### config.mk
export PLATFORM = sky130hd
export DESIGN_NAME = sram_like_arbiter
export DESIGN_NICKNAME = d
export VERILOG_FILES = /design/src/rtl/sram_like_pkg.sv /design/src/rtl/sram_like_arb_pick.sv /design/src/rtl/sram_like_arbiter.sv
export SDC_FILE = /design/constraint.sdc
export NUM_CORES = 1
export LEC_CHECK = 0
export BUFFER_PORTS_ARGS = -buffer_cell sky130_fd_sc_hd__clkbuf_2
export CAP_MARGIN = 20
export CORE_AREA = 4 4 117 119
export DETAILED_ROUTE_END_ITERATION = 10
export DIE_AREA = 0 0 121 123
export GPL_TIMING_DRIVEN = 0
export SLEW_MARGIN = 10
export SYNTH_ARGS = -nofsm -noshare
export SYNTH_HDL_FRONTEND = slang
export SYNTH_SLANG_ARGS = --single-unit
export TNS_END_PERCENT = 30
### constraint.sdc
create_clock -name clk -period 1.3 [get_ports clk]
set_clock_uncertainty 0.05 [all_clocks]
set_input_delay 0.13 -clock clk [delete_from_list [all_inputs] [get_ports clk]]
set_output_delay 0.13 -clock clk [all_outputs]
set_load 0.1 [all_outputs]
### src/rtl/sram_like_pkg.sv
// Shared encodings for the sram-like arbiter: FSM states, bus owner, access sizes.
// Latency: n/a (types and constants only).
// Backpressure: n/a.
package sram_like_pkg;

    typedef enum logic [1:0] {
        ST_IDLE = 2'b00,
        ST_ADDR = 2'b01,
        ST_DATA = 2'b10
    } state_t;

    typedef enum logic [1:0] {
        OWN_NONE = 2'b00,
        OWN_INST = 2'b01,
        OWN_DATA = 2'b10
    } owner_t;

    localparam logic [1:0] SIZE_B = 2'd0;
    localparam logic [1:0] SIZE_H = 2'd1;
    localparam logic [1:0] SIZE_W = 2'd2;

    localparam logic [3:0] STARVE_MAX = 4'hF;

    // Increment that sticks at the 4-bit maximum instead of wrapping to 0.
    function automatic logic [3:0] sat_inc4(input logic [3:0] v);
        return (v == STARVE_MAX) ? STARVE_MAX : v + 4'd1;
    endfunction

endpackage

### src/rtl/sram_like_arb_pick.sv
// Grant selector: data wins unless inst has waited STARVE_LIMIT data grants.
// Latency: purely combinational.
// Backpressure: none; the caller samples the result only while idle.
module sram_like_arb_pick
    import sram_like_pkg::*;
#(
    parameter int STARVE_LIMIT = 4
) (
    input  logic       inst_req,
    input  logic       data_req,
    input  logic [3:0] starve_cnt,
    output owner_t     next_owner
);

    localparam logic [3:0] LIMIT = 4'(STARVE_LIMIT);

    logic inst_starved;
    assign inst_starved = inst_req && (starve_cnt >= LIMIT);

    // Fixed data priority, overridden once inst has been passed over too often.
    always_comb begin
        next_owner = OWN_NONE;
        if (data_req && !inst_starved) begin
            next_owner = OWN_DATA;
        end else if (inst_req) begin
            next_owner = OWN_INST;
        end
    end

endmodule

### src/rtl/sram_like_arbiter.sv
// Shares one sram-like slave between inst fetch and load/store masters, one transaction at a time.
// Latency: request seen idle at t drives sl_req at t+1; address/ok paths are combinational pass-through.
// Backpressure: a master holds req until its addr_ok; the grant is held until the slave's data_ok.
module sram_like_arbiter
    import sram_like_pkg::*;
#(
    parameter int AW           = 32,
    parameter int DW           = 32,
    parameter int STARVE_LIMIT = 4
) (
    input  logic          clk,
    input  logic          areset,

    input  logic          inst_req,
    input  logic          inst_wr,
    input  logic [1:0]    inst_size,
    input  logic [AW-1:0] inst_addr,
    input  logic [DW-1:0] inst_wdata,
    output logic [DW-1:0] inst_rdata,
    output logic          inst_addr_ok,
    output logic          inst_data_ok,

    input  logic          data_req,
    input  logic          data_wr,
    input  logic [1:0]    data_size,
    input  logic [AW-1:0] data_addr,
    input  logic [DW-1:0] data_wdata,
    output logic [DW-1:0] data_rdata,
    output logic          data_addr_ok,
    output logic          data_data_ok,

    output logic          sl_req,
    output logic          sl_wr,
    output logic [1:0]    sl_size,
    output logic [AW-1:0] sl_addr,
    output logic [DW-1:0] sl_wdata,
    input  logic [DW-1:0] sl_rdata,
    input  logic          sl_addr_ok,
    input  logic          sl_data_ok
);

    state_t     state;
    owner_t     owner;
    logic [3:0] starve_cnt;
    owner_t     pick;

    sram_like_arb_pick #(
        .STARVE_LIMIT (STARVE_LIMIT)
    ) u_pick (
        .inst_req   (inst_req),
        .data_req   (data_req),
        .starve_cnt (starve_cnt),
        .next_owner (pick)
    );

    // Transaction FSM: grant in IDLE, address handshake in ADDR, wait for completion in DATA.
    always_ff @(posedge clk or posedge areset) begin
        if (areset) begin
            state      <= ST_IDLE;
            owner      <= OWN_NONE;
            starve_cnt <= 4'd0;
        end else begin
            case (state)
                ST_IDLE: begin
                    if (pick != OWN_NONE) begin
                        owner <= pick;
                        state <= ST_ADDR;
                        // Only a data grant that bypasses a waiting inst counts toward starvation.
                        if (pick == OWN_DATA && inst_req) begin
                            starve_cnt <= sat_inc4(starve_cnt);
                        end else begin
                            starve_cnt <= 4'd0;
                        end
                    end
                end
                ST_ADDR: begin
                    if (sl_addr_ok) begin
                        if (sl_data_ok) begin
                            state <= ST_IDLE;
                            owner <= OWN_NONE;
                        end else begin
                            state <= ST_DATA;
                        end
                    end
                end
                ST_DATA: begin
                    if (sl_data_ok) begin
                        state <= ST_IDLE;
                        owner <= OWN_NONE;
                    end
                end
                default: begin
                    state <= ST_IDLE;
                    owner <= OWN_NONE;
                end
            endcase
        end
    end

    // Route the owner's request onto the slave and the slave's oks back to the owner only.
    always_comb begin
        sl_req       = 1'b0;
        sl_wr        = 1'b0;
        sl_size      = 2'd0;
        sl_addr      = '0;
        sl_wdata     = '0;
        inst_addr_ok = 1'b0;
        inst_data_ok = 1'b0;
        data_addr_ok = 1'b0;
        data_data_ok = 1'b0;
        if (state == ST_ADDR) begin
            sl_req = 1'b1;
            if (owner == OWN_INST) begin
                sl_wr        = inst_wr;
                sl_size      = inst_size;
                sl_addr      = inst_addr;
                sl_wdata     = inst_wdata;
                inst_addr_ok = sl_addr_ok;
                inst_data_ok = sl_addr_ok && sl_data_ok;
            end else if (owner == OWN_DATA) begin
                sl_wr        = data_wr;
                sl_size      = data_size;
                sl_addr      = data_addr;
                sl_wdata     = data_wdata;
                data_addr_ok = sl_addr_ok;
                data_data_ok = sl_addr_ok && sl_data_ok;
            end
        end else if (state == ST_DATA) begin
            inst_data_ok = (owner == OWN_INST) && sl_data_ok;
            data_data_ok = (owner == OWN_DATA) && sl_data_ok;
        end
    end

    // Read data is shared; forced low while reset is held so every output is quiet.
    assign inst_rdata = areset ? '0 : sl_rdata;
    assign data_rdata = areset ? '0 : sl_rdata;

endmodule

==> results of run 1 <==
-- worst min-delay path, stage by stage --
cell	delay [ps]
clkbuf_2	160
clkbuf_4	250
inv_1	270
-- metrics by stage --
stage / total power (uW) / worst slack, ps / hold WS, ps / instances
6_report: 17600 / -554 / 140 / 780
5_1_grt: 18200 / -603 / 150 / 780
4_1_cts: 17200 / -536 / 133 / 778
3_5_place_dp: 12300 / -676 / 363 / 759
3_3_place_gp: 12200 / -663 / 351 / 759
2_1_floorplan: 10700 / -619 / 187 / 280
-- state kept, by name, indices dropped and copies added, names as in the netlist --
signal and cells:
owner 2, starve_cnt 4, state 2
-- repair_timing --
action / 4_1_cts / 5_1_grt
endpoints found under the setup margin: 138 / 116
resized for setup: 376 / 41
pin swaps: 7 / 3
cloned: 4 / 2
buffers inserted: 12 / 1
hold endpoints to repair: 0 / 0
-- worst min path at each step --
stage          endpoint  slack, ps  cells past startpoint
3_3_place_gp   state[1]        350                      2
4_1_cts        state[1]        130                      2
2_1_floorplan  state[1]        190                      1
3_5_place_dp   state[1]        360                      2
6_report       state[1]        140                      3
5_1_grt        state[1]        150                      2
-- where the power goes --
part / internal (uW) / switching, uW / total, uW
clock network: 397 / 121 / 517
logic: 7270 / 9390 / 16700
registers: 346 / 99.1 / 445
total: 8010 / 9610 / 17600
-- kinds of logic (layout without fill, tap and decap cells) --
group / after synthesis / after routing / share of synthesized area (%)
simple gates: 128 / 128 / 36.5
compound gates: 78 / 78 / 31.3
buf+inv: 61 / 389 / 20.1
flops: 8 / 8 / 9.30
fa+ha+maj: 4 / 4 / 2.33
mux: 1 / 1 / 0.523
-- metal layers --
metal  wire length [um]  vias up  share of wire (%)  global-route usage (%)
met1               4530     1615                 34                    16.8
met3                904       14                6.7                    3.02
li1                   -     1610                  -                       -
met2               7820      153                 58                    33.1
met4                195        0                1.5                    3.40
met5                  0        -                  0                       0
-- cell usage in the layout (no fill, tap or decap), types with 2 or more instances in the layout --
cell / instances
clkbuf_2: 177
clkbuf_16: 77
nor2b_4: 69
a22oi_2: 59
buf_4: 48
buf_6: 32
nor2b_2: 32
clkbuf_4: 29
buf_12: 8
a22oi_1: 8
buf_8: 6
dfrtp_1: 6
nand2_1: 5
inv_1: 4
nor2_4: 4
o21ai_1: 3
nand2b_1: 3
buf_2: 3
buf_16: 3
nor3b_2: 2
o21ai_0: 2
nand3_1: 2
nand2b_4: 2
nand4_1: 2
a31oi_1: 2
ha_4: 2
dfrtp_2: 2
-- cell type report --
| class | count | area [um^2] | share of cell area, % |
|---|---|---|---|
| tap | 172 | 215 | 3.09 |
| inverter | 5 | 18.8 | 0.270 |
| sequential | 8 | 203 | 2.91 |
| timing repair buffer | 326 | 3450 | 49.7 |
| clock buffer | 3 | 75.1 | 1.08 |
| multi-input combinational | 211 | 2410 | 34.6 |
| buffer | 55 | 583 | 8.38 |
==> impl_table.tex, run 1 <==
\begin{tabular}{lr}
\hline
Metric & Value \\
\hline
\multicolumn{2}{l}{\textbf{Status}} \\
Run status & finished, violations left \\
Failing checks & negative setup slack \\
\multicolumn{2}{l}{\textbf{Timing}} \\
Setup slack of the critical path after layout & -554 ps \\
Final max-slew violation count & 0 \\
Final setup violation count & 77 \\
RSZ-0062 raised after global routing & true \\
Headroom to the max-slew limit & 63.8\% \\
Final number of hold-violating endpoints & 0 \\
Pin slew with the least headroom to its limit & $\sim$550 ps \\
Setup TNS & -36050 ps \\
Maximum frequency from static timing analysis & roughly 540 MHz \\
Crit share post-route & 143\% \\
Fin crit period & about 1900 ps \\
\multicolumn{2}{l}{\textbf{Critical path}} \\
Worst setup EP type & output pin \\
Family with the most delay on the worst path & buffers and inverters \\
Number of buffer and inverter instances along the worst setup path & 4 \\
Cell Chain, Critical Path & inv\_2 -> ha\_4 -> clkbuf\_16 -> buf\_8 -> nor2b\_4 -> clkbuf\_16 \\
CP max FO & 10 \\
Crit path largest cell delay & around 410 ps \\
Setup slack, reg-to-reg & -290 ps \\
Critical Path Source Type & flip-flop \\
Crit path max-delay cell type & dfrtp\_1 \\
Critical path launch point & state[1] \\
Worst Path Class, Setup & reg2out \\
Data arrival time of the worst path & about 1700 ps \\
Worst r2r path cells & 7 \\
Reg2Reg Launch Point & state[1] \\
Worst setup path endpoint & sl\_addr[17] \\
Number of logic stages on the critical path including buffering & 6 \\
RR Endpoint & state[1] \\
Worst path required time & roughly 1100 ps \\
Most frequent cell on the critical path & clkbuf\_16 \\
\multicolumn{2}{l}{\textbf{Placed design}} \\
HPWL Detailed & 9250 um \\
Gpl congestion & 0.854 \\
Count of input and output buffers & between 300 and 400 \\
Cell area after placement & about 4600 um\^{}2 \\
\multicolumn{2}{l}{\textbf{Yosys}} \\
Synth Warn \# & 0 \\
Flip-flop and latch count after synthesis & 8 \\
Library cell occupying the most area in the post-synthesis netlist & nor2b\_1 \\
Share of async-settable or async-resettable flops after synthesis & 100\% \\
Net count of the mapped netlist & roughly 460 \\
Avg Cell Area, Syn & 7.69 um\^{}2 \\
Cell count after synthesis & 280 \\
Number of enable flip-flop cells after synthesis & 0 \\
Dominant synthesized flop cell & dfrtp\_1 \\
Netlist Area Pre-Place & around 2200 um\^{}2 \\
Yosys top cell area share & between 20\% and 30\% \\
Post-synthesis cell type count & 30 \\
Sequential element share of the synthesized area & 9.30\% \\
Most frequent cells after synthesis & nor2b\_1, a22oi\_1, buf\_4, a22oi\_2, clkbuf\_1 \\
Area contributors post-synth & nor2b\_1, a22oi\_1, buf\_4 \\
Top-count cell post-synth & nor2b\_1 \\
\multicolumn{2}{l}{\textbf{CTS}} \\
Clock tree from TritonCTS & yes \\
Clk\_lat worst skew & about 230 ps \\
Total CTS buffers & 3 \\
Worst-case clock buffer depth & 2 \\
Post-cts hold buffer count & 0 \\
Clock-pin transition on the worst setup and hold timing paths & about 40 ps \\
H-Tree Depth & 1 \\
CTS Root Cell & clkbuf\_16 \\
Number of sinks handled by clock tree synthesis & 8 \\
\multicolumn{2}{l}{\textbf{Floorplan}} \\
Die boundary width & between 100 and 150 um \\
Placeable core region & around 13000 um\^{}2 \\
Die area & 14900 um\^{}2 \\
Rows & between 40 and 50 \\
Starting density of the core & between 10\% and 20\% \\
I/O pin total & roughly 300 \\
Die Height & approximately 120 um \\
\multicolumn{2}{l}{\textbf{Final layout}} \\
End-of-flow core utilization & between 50\% and 60\% \\
Antenna diode count & 0 \\
Count of nets after finishing & just under 800 \\
Post-route standard cell area excluding fillers & roughly 7000 um\^{}2 \\
Fill cell instance count of the final layout & around 1k \\
Synth-to-Final Area Change & 223\% \\
Share of post-route cells with drive strength above 1 & 92.8\% \\
\multicolumn{2}{l}{\textbf{Global route}} \\
Via count of the first global-routing pass & between 3k and 4k \\
Leftover overflow at the end of global routing & 0 \\
Initial antenna violation count & 0 \\
GRT Util Overall & 16.1\% \\
Pin count of the biggest net entering global routing & 11 \\
Global-route wire length before repair & slightly below 20000 um \\
\multicolumn{2}{l}{\textbf{Route}} \\
Total via count in the routed design & 3392 \\
Total wire length after detailed routing & between 10000 and 15000 um \\
DRC violation total after the first TritonRoute iteration & 92 \\
Post-detailed-route via-to-cell ratio & roughly 4.3 \\
Residual DRC & 0 \\
Number of iterations in the first detailed-routing pass & 4 \\
Routed length per instance & $\sim$17 um \\
Antenna-violating nets left & 0 \\
\multicolumn{2}{l}{\textbf{Flow run}} \\
Number of maximum-capacitance constraint violations & 0 \\
\multicolumn{2}{l}{\textbf{Power}} \\
Static leakage & between 0.003 and 0.004 uW \\
P per Cell Area & between 2000 and 3000 nW/um\^{}2 \\
Max rail drop VDD & roughly 1600 uV \\
\multicolumn{2}{l}{\textbf{Min path}} \\
Min-delay worst type & in2async \\
\hline
\end{tabular}
No activity file was read; power rests on OpenSTA's default activity.
==> inputs of run 2 (changes only) <==
--- a/config.mk
+++ b/config.mk
@@ -11,6 +11,7 @@
 export DETAILED_ROUTE_END_ITERATION = 10
 export DIE_AREA = 0 0 121 123
 export GPL_TIMING_DRIVEN = 0
+export RECOVER_POWER = 25
 export SLEW_MARGIN = 10
 export SYNTH_ARGS = -nofsm -noshare
 export SYNTH_HDL_FRONTEND = slang
==> run 2 against run 1 <==
Compared with the run above:
- the flow still finishes with violations (negative setup slack)
- clock power about the same
- sequential power about the same
- power about the same
- combinational power about the same
- routed wire length increased by 0.13%
- via count about the same
- maximum frequency about the same
- setup slack improved by 1.7 ps
- final area decreased by 0.18%
- largest cell class unchanged
- sequential cell count unchanged
==> impl_table.tex, run 2 (synthesis gave the netlist of run 1 again) <==
\begin{tabular}{lr}
\hline
Metric & Value \\
\hline
\multicolumn{2}{l}{\textbf{Final layout}} \\
Cell Count, Final, Fillers Out & 780 (unchanged) \\
Commonest non-fill, non-tap cell in the layout & clkbuf\_2 \\
Share of post-route cells with drive strength above 1 & 91.9\% (-0.82 points) \\
Leading registers by flop count & starve\_cnt x4, owner x2, state x2 \\
Fill cell instance count of the final layout & 1014 (+0.40\%) \\
End-of-flow core utilization & 55.2\% (-0.10 points) \\
Top library cells by usage in the layout, fill and taps aside & clkbuf\_2, clkbuf\_16, nor2b\_4 \\
Synth-to-Final Area Change & 223\% \\
Reg with most FFs & starve\_cnt \\
Post-route standard cell area excluding fillers & 6940 um\^{}2 (-0.18\%) \\
Number of flip-flops in the largest register & 4 (unchanged) \\
Count of nets after finishing & 786 (unchanged) \\
Antenna diode count & 0 (unchanged) \\
\multicolumn{2}{l}{\textbf{Timing}} \\
RSZ-0062 raised after global routing & true \\
Setup TNS & -41970 ps (-5930 ps) \\
Crit share post-route & 143\% (about the same) \\
Pin slew with the least headroom to its limit & 678 ps (+132 ps) \\
Fin crit period & 1850 ps (-1.69 ps) \\
Final number of hold-violating endpoints & 0 (unchanged) \\
Setup slack of the critical path after layout & -553 ps (+1.69 ps) \\
Final setup violation count & 126 (+64\%) \\
Final max-slew violation count & 0 (unchanged) \\
Headroom to the max-slew limit & 54.8\% (-9.0 points) \\
Maximum frequency from static timing analysis & 540 MHz (about the same) \\
\multicolumn{2}{l}{\textbf{Status}} \\
Run status & finished, violations left \\
Failing checks & negative setup slack \\
\multicolumn{2}{l}{\textbf{Power}} \\
Static leakage & 0.00315 uW (-0.31\%) \\
Max rail drop VDD & 1630 uV (about the same) \\
P per Cell Area & 2540 nW/um\^{}2 (+0.15\%) \\
Tot Pwr & 17600 uW (about the same) \\
\multicolumn{2}{l}{\textbf{CTS}} \\
H-Tree Depth & 1 (unchanged) \\
Number of sinks handled by clock tree synthesis & 8 (unchanged) \\
Clk\_lat worst skew & 230 ps (about the same) \\
Post-cts hold buffer count & 0 (unchanged) \\
Clock tree from TritonCTS & yes \\
Worst-case clock buffer depth & 2 (unchanged) \\
Clock-pin transition on the worst setup and hold timing paths & 40 ps (about the same) \\
Total CTS buffers & 3 (unchanged) \\
CTS Root Cell & clkbuf\_16 \\
\multicolumn{2}{l}{\textbf{Critical path}} \\
Number of buffer and inverter instances along the worst setup path & 4 (unchanged) \\
CP max FO & 10 (unchanged) \\
Critical Path Source Type & flip-flop \\
Most frequent cell on the critical path & clkbuf\_16 \\
Crit path max-delay cell type & dfrtp\_1 \\
Worst path required time & 1120 ps (about the same) \\
Worst setup EP type & output pin \\
Cell Chain, Critical Path & inv\_2 -> ha\_4 -> clkbuf\_16 -> buf\_8 -> nor2b\_4 -> clkbuf\_16 \\
Family with the most delay on the worst path & buffers and inverters \\
Crit path largest cell delay & 410 ps (about the same) \\
Data arrival time of the worst path & 1670 ps (about the same) \\
Worst Path Class, Setup & reg2out \\
\multicolumn{2}{l}{\textbf{Placed design}} \\
Gpl congestion & 0.854 (unchanged) \\
Count of input and output buffers & 307 (unchanged) \\
Cell area after placement & 4560 um\^{}2 (unchanged) \\
HPWL Detailed & 9250 um (unchanged) \\
Cell count after placement & 759 (unchanged) \\
\multicolumn{2}{l}{\textbf{Global route}} \\
Pin count of the biggest net entering global routing & 11 (unchanged) \\
Global-route wire length before repair & 19400 um (unchanged) \\
GRT Util Overall & 16.1\% (unchanged) \\
Initial antenna violation count & 0 (unchanged) \\
Via count of the first global-routing pass & 3683 (unchanged) \\
Leftover overflow at the end of global routing & 0 (unchanged) \\
\multicolumn{2}{l}{\textbf{Flow run}} \\
Number of maximum-capacitance constraint violations & 0 (unchanged) \\
\multicolumn{2}{l}{\textbf{Floorplan}} \\
Starting density of the core & 17.1\% (unchanged) \\
I/O pin total & 308 (unchanged) \\
Die boundary width & 121 um (unchanged) \\
Rows & 41 (unchanged) \\
Die Height & 123 um (unchanged) \\
Die area & 14900 um\^{}2 (unchanged) \\
Placeable core region & 12600 um\^{}2 (unchanged) \\
\multicolumn{2}{l}{\textbf{Route}} \\
Total wire length after detailed routing & 13500 um (+0.13\%) \\
Number of iterations in the first detailed-routing pass & 4 (unchanged) \\
Total via count in the routed design & 3395 (+0.088\%) \\
Antenna-violating nets left & 0 (unchanged) \\
Routed length per instance & 17.3 um (+0.13\%) \\
Post-detailed-route via-to-cell ratio & 4.35 (about the same) \\
Residual DRC & 0 (unchanged) \\
DRC violation total after the first TritonRoute iteration & 93 (+1.1\%) \\
\multicolumn{2}{l}{\textbf{Min path}} \\
Min-delay worst type & in2reg \\
\hline
\end{tabular}
run 2: metal layers:
metal | vias to the layer above | wire length (um) | track usage [%]
met2 | 151 | 7790 | 33.1
met4 | 0 | 222 | 3.40
met1 | 1620 | 4550 | 16.8
li1 | 1608 | - | -
met5 | - | 0 | 0
met3 | 16 | 900 | 3.02
run 2: what timing repair did:
action / 4_1_cts / 5_1_grt
endpoints found under the hold margin: 0 / 0
pin swaps: 7 / 3
cloned: 4 / 2
setup endpoints to repair: 138 / 116
buffers inserted: 12 / 1
resized for setup: 376 / 41
run 2: report_power, final:
part	leakage [uW]	switching (uW)	internal [uW]	total, uW
logic	0.00301	9390	7260	16700
clock network	0.0000370	121	397	517
registers	0.000103	98.4	346	444
total	0.00315	9610	8010	17600
run 2: area by class of cell:
cell class	count	area, um^2	area share [%]
repair buffers	326	3450	49.7
plain buffers	55	579	8.34
well taps	172	215	3.10
multi-input cells	211	2400	34.5
flip-flops and latches	8	203	2.92
inverters	5	18.8	0.270
clock buffers	3	75.1	1.08
run 2: path summary, 6_finish.rpt:
path,startpoint,cells after the start,end,slack (ps)
worst max-delay path,state[1],6,sl_addr[17],-550
worst min-delay path,sl_data_ok,2,state[1],140
worst max register to register,state[1],7,state[1],-290
worst min register to register,starve_cnt[0],1,starve_cnt[0],430
max in group asynchronous,areset,3,owner[0],600
min in group asynchronous,areset,3,state[1],340
run 2: stage by stage:
stage / worst slack, ps / hold slack (ps)
global placement: -663 / 351
detailed placement: -676 / 363
finish: -553 / 141
global route: -603 / 150
floorplan: -619 / 187
CTS: -536 / 133
==> inputs of run 3 (changes only) <==
--- a/config.mk
+++ b/config.mk
@@ -6,11 +6,11 @@
 export NUM_CORES = 1
 export LEC_CHECK = 0
 export BUFFER_PORTS_ARGS = -buffer_cell sky130_fd_sc_hd__clkbuf_2
-export CAP_MARGIN = 20
 export CORE_AREA = 4 4 117 119
 export DETAILED_ROUTE_END_ITERATION = 10
 export DIE_AREA = 0 0 121 123
 export GPL_TIMING_DRIVEN = 0
+export PLACE_DENSITY = 0.59
 export RECOVER_POWER = 25
 export SLEW_MARGIN = 10
 export SYNTH_ARGS = -nofsm -noshare
==> run 3 against run 2 <==
Compared with the run above:
- global-route usage is 1.6 points lower
- worst hold slack better by 1.7 ps
- largest power group unchanged
- first-iteration DRC count is 4.3% lower
- register-to-register slack better by 140 ps
- die area stayed put
- the flow still finishes with violations (negative setup slack)
- power is 6.8% lower
- sequential share of layout area is 0.22 points higher
- final area is 7.1% lower
- routed wire length is 7.6% lower
- combinational power is 7% lower
- maximum frequency is 0.41% lower
==> impl_table.tex, run 3 (synthesis gave the netlist of run 1 again) <==
\begin{tabular}{lr}
\hline
Metric & Value \\
\hline
\multicolumn{2}{l}{\textbf{Critical path}} \\
Worst r2r path cells & 4 (-3) \\
Worst path required time & 1120 ps (about the same) \\
Most frequent cell on the critical path & buf\_12 \\
RR Endpoint & state[0] \\
Setup slack, reg-to-reg & -150 ps (+140 ps) \\
CP max FO & 10 (unchanged) \\
Critical path launch point & owner[1] \\
Worst setup path endpoint & sl\_addr[15] \\
Cell Chain, Critical Path & and2b\_4 -> buf\_12 -> buf\_12 -> a22oi\_2 -> nor2b\_4 -> clkbuf\_16 \\
Critical Path Source Type & flip-flop \\
Reg2Reg Launch Point & state[0] \\
Crit path max-delay cell type & dfrtp\_1 \\
Data arrival time of the worst path & 1680 ps (about the same) \\
Worst Path Class, Setup & reg2out \\
Worst setup EP type & output pin \\
Crit path largest cell delay & 390 ps (-20 ps) \\
\multicolumn{2}{l}{\textbf{Timing}} \\
Final max-slew violation count & 0 (unchanged) \\
Maximum frequency from static timing analysis & 538 MHz (-0.41\%) \\
Final setup violation count & 105 (-17\%) \\
Crit share post-route & 143\% (+0.59 points) \\
Fin crit period & 1860 ps (+7.63 ps) \\
Headroom to the max-slew limit & 56.5\% (+1.7 points) \\
Pin slew with the least headroom to its limit & 652 ps (-26.0 ps) \\
Final number of hold-violating endpoints & 0 (unchanged) \\
Setup TNS & -40650 ps (+1320 ps) \\
Setup slack of the critical path after layout & -560 ps (-7.63 ps) \\
RSZ-0062 raised after global routing & true \\
Hold Slack & 142 ps (+1.72 ps) \\
\multicolumn{2}{l}{\textbf{Power}} \\
Max rail drop VDD & 1710 uV (+5.3\%) \\
Static leakage & 0.00300 uW (-4.9\%) \\
P per Cell Area & 2550 nW/um\^{}2 (+0.34\%) \\
Tot Pwr & 16400 uW (-6.8\%) \\
\multicolumn{2}{l}{\textbf{Floorplan}} \\
I/O pin total & 308 (unchanged) \\
Die Height & 123 um (unchanged) \\
Die boundary width & 121 um (unchanged) \\
Placeable core region & 12600 um\^{}2 (unchanged) \\
Rows & 41 (unchanged) \\
Starting density of the core & 17.1\% (unchanged) \\
Die area & 14900 um\^{}2 (unchanged) \\
\multicolumn{2}{l}{\textbf{Final layout}} \\
Antenna diode count & 0 (unchanged) \\
Reg with most FFs & starve\_cnt \\
Count of nets after finishing & 782 (-0.51\%) \\
Share of post-route cells with drive strength above 1 & 89.2\% (-2.7 points) \\
Commonest non-fill, non-tap cell in the layout & clkbuf\_2 \\
Top library cells by usage in the layout, fill and taps aside & clkbuf\_2, nor2b\_4, buf\_4 \\
Leading registers by flop count & starve\_cnt x4, owner x2, state x2 \\
Synth-to-Final Area Change & 200\% \\
Number of flip-flops in the largest register & 4 (unchanged) \\
Post-route standard cell area excluding fillers & 6450 um\^{}2 (-7.1\%) \\
\multicolumn{2}{l}{\textbf{Route}} \\
Number of iterations in the first detailed-routing pass & 4 (unchanged) \\
Total wire length after detailed routing & 12400 um (-7.6\%) \\
Antenna-violating nets left & 0 (unchanged) \\
Total via count in the routed design & 3295 (-2.9\%) \\
Routed length per instance & 16.0 um (-7.2\%) \\
Residual DRC & 0 (unchanged) \\
Post-detailed-route via-to-cell ratio & 4.25 (-2.4\%) \\
DRC violation total after the first TritonRoute iteration & 89 (-4.3\%) \\
\multicolumn{2}{l}{\textbf{Global route}} \\
GRT Util Overall & 14.6\% (-1.6 points) \\
Global-route wire length before repair & 17900 um (-7.9\%) \\
Leftover overflow at the end of global routing & 0 (unchanged) \\
Pin count of the biggest net entering global routing & 11 (unchanged) \\
Initial antenna violation count & 0 (unchanged) \\
Via count of the first global-routing pass & 3592 (-2.5\%) \\
\multicolumn{2}{l}{\textbf{Placed design}} \\
Count of input and output buffers & 307 (unchanged) \\
Gpl congestion & 0.816 (-4.4\%) \\
Cell area after placement & 4560 um\^{}2 (unchanged) \\
HPWL Detailed & 9100 um (-1.7\%) \\
\multicolumn{2}{l}{\textbf{Status}} \\
Run status & finished, violations left \\
Failing checks & negative setup slack \\
\multicolumn{2}{l}{\textbf{CTS}} \\
Number of sinks handled by clock tree synthesis & 8 (unchanged) \\
CTS Root Cell & clkbuf\_16 \\
Clk\_lat worst skew & 230 ps (about the same) \\
Post-cts hold buffer count & 0 (unchanged) \\
Clock-pin transition on the worst setup and hold timing paths & 40 ps (about the same) \\
Clock tree from TritonCTS & yes \\
Worst-case clock buffer depth & 2 (unchanged) \\
Total CTS buffers & 3 (unchanged) \\
H-Tree Depth & 1 (unchanged) \\
\multicolumn{2}{l}{\textbf{Min path}} \\
Min-delay worst type & in2reg \\
\multicolumn{2}{l}{\textbf{Flow run}} \\
Number of maximum-capacitance constraint violations & 0 (unchanged) \\
\hline
\end{tabular}
## run 3: repair_timing
action	CTS	global route
gates cloned	2	1
buffers inserted	10	1
endpoints found under the setup margin	138	118
pin swaps	5	3
gates resized for setup	308	67
## run 3: worst min path at each step
stage / from / end / slack, ps / cells after the start
5_1_grt: sl_data_ok / state[1] / 160 / 2
3_3_place_gp: sl_data_ok / state[1] / 340 / 2
4_1_cts: areset / starve_cnt[3] / 150 / 3
3_5_place_dp: sl_data_ok / state[1] / 340 / 2
6_report: sl_data_ok / state[1] / 140 / 2
2_1_floorplan: sl_data_ok / state[1] / 190 / 1
## run 3: layout make-up
class                   instances  area, um^2
clock buffers                   3        75.1
repair buffers                321        3100
inverters                       5        18.8
multi-input cells             211        2300
plain buffers                  56         539
well taps                     172         215
flip-flops and latches          8         203
fillers                      1097        6120
## run 3: layer usage
| layer | part of all wire [%] | vias to the layer above | global-route usage, % |
|---|---|---|---|
| met5 | 0 | - | 0 |
| met4 | 0.92 | 0 | 1.49 |
| met3 | 6.4 | 8 | 2.61 |
| met2 | 57 | 139 | 30.0 |
| met1 | 35 | 1551 | 15.8 |
| li1 | - | 1597 | - |
## run 3: through the flow
stage / setup slack [ps] / std cells / utilization [%]
finish: -560 / 776 / 51.3
global route: -627 / 776 / 51.3
CTS: -568 / 774 / 49.8
detailed placement: -663 / 759 / 36.3
global placement: -638 / 759 / 36.3
floorplan: -619 / 280 / -
## run 3: worst max-delay path, delay by kind of cell, from the launching register on
kind	cells	cell delay, ps
flip-flops	1	390
AND/OR/NAND/NOR	2	470
AO/OA/AOI/OAI	1	70
buffers and inverters	3	500
## run 3: report_power, final
group	switching (uW)	internal [uW]
clock	114	396
sequential	89.2	346
combinational	9090	6380
total	9300	7120
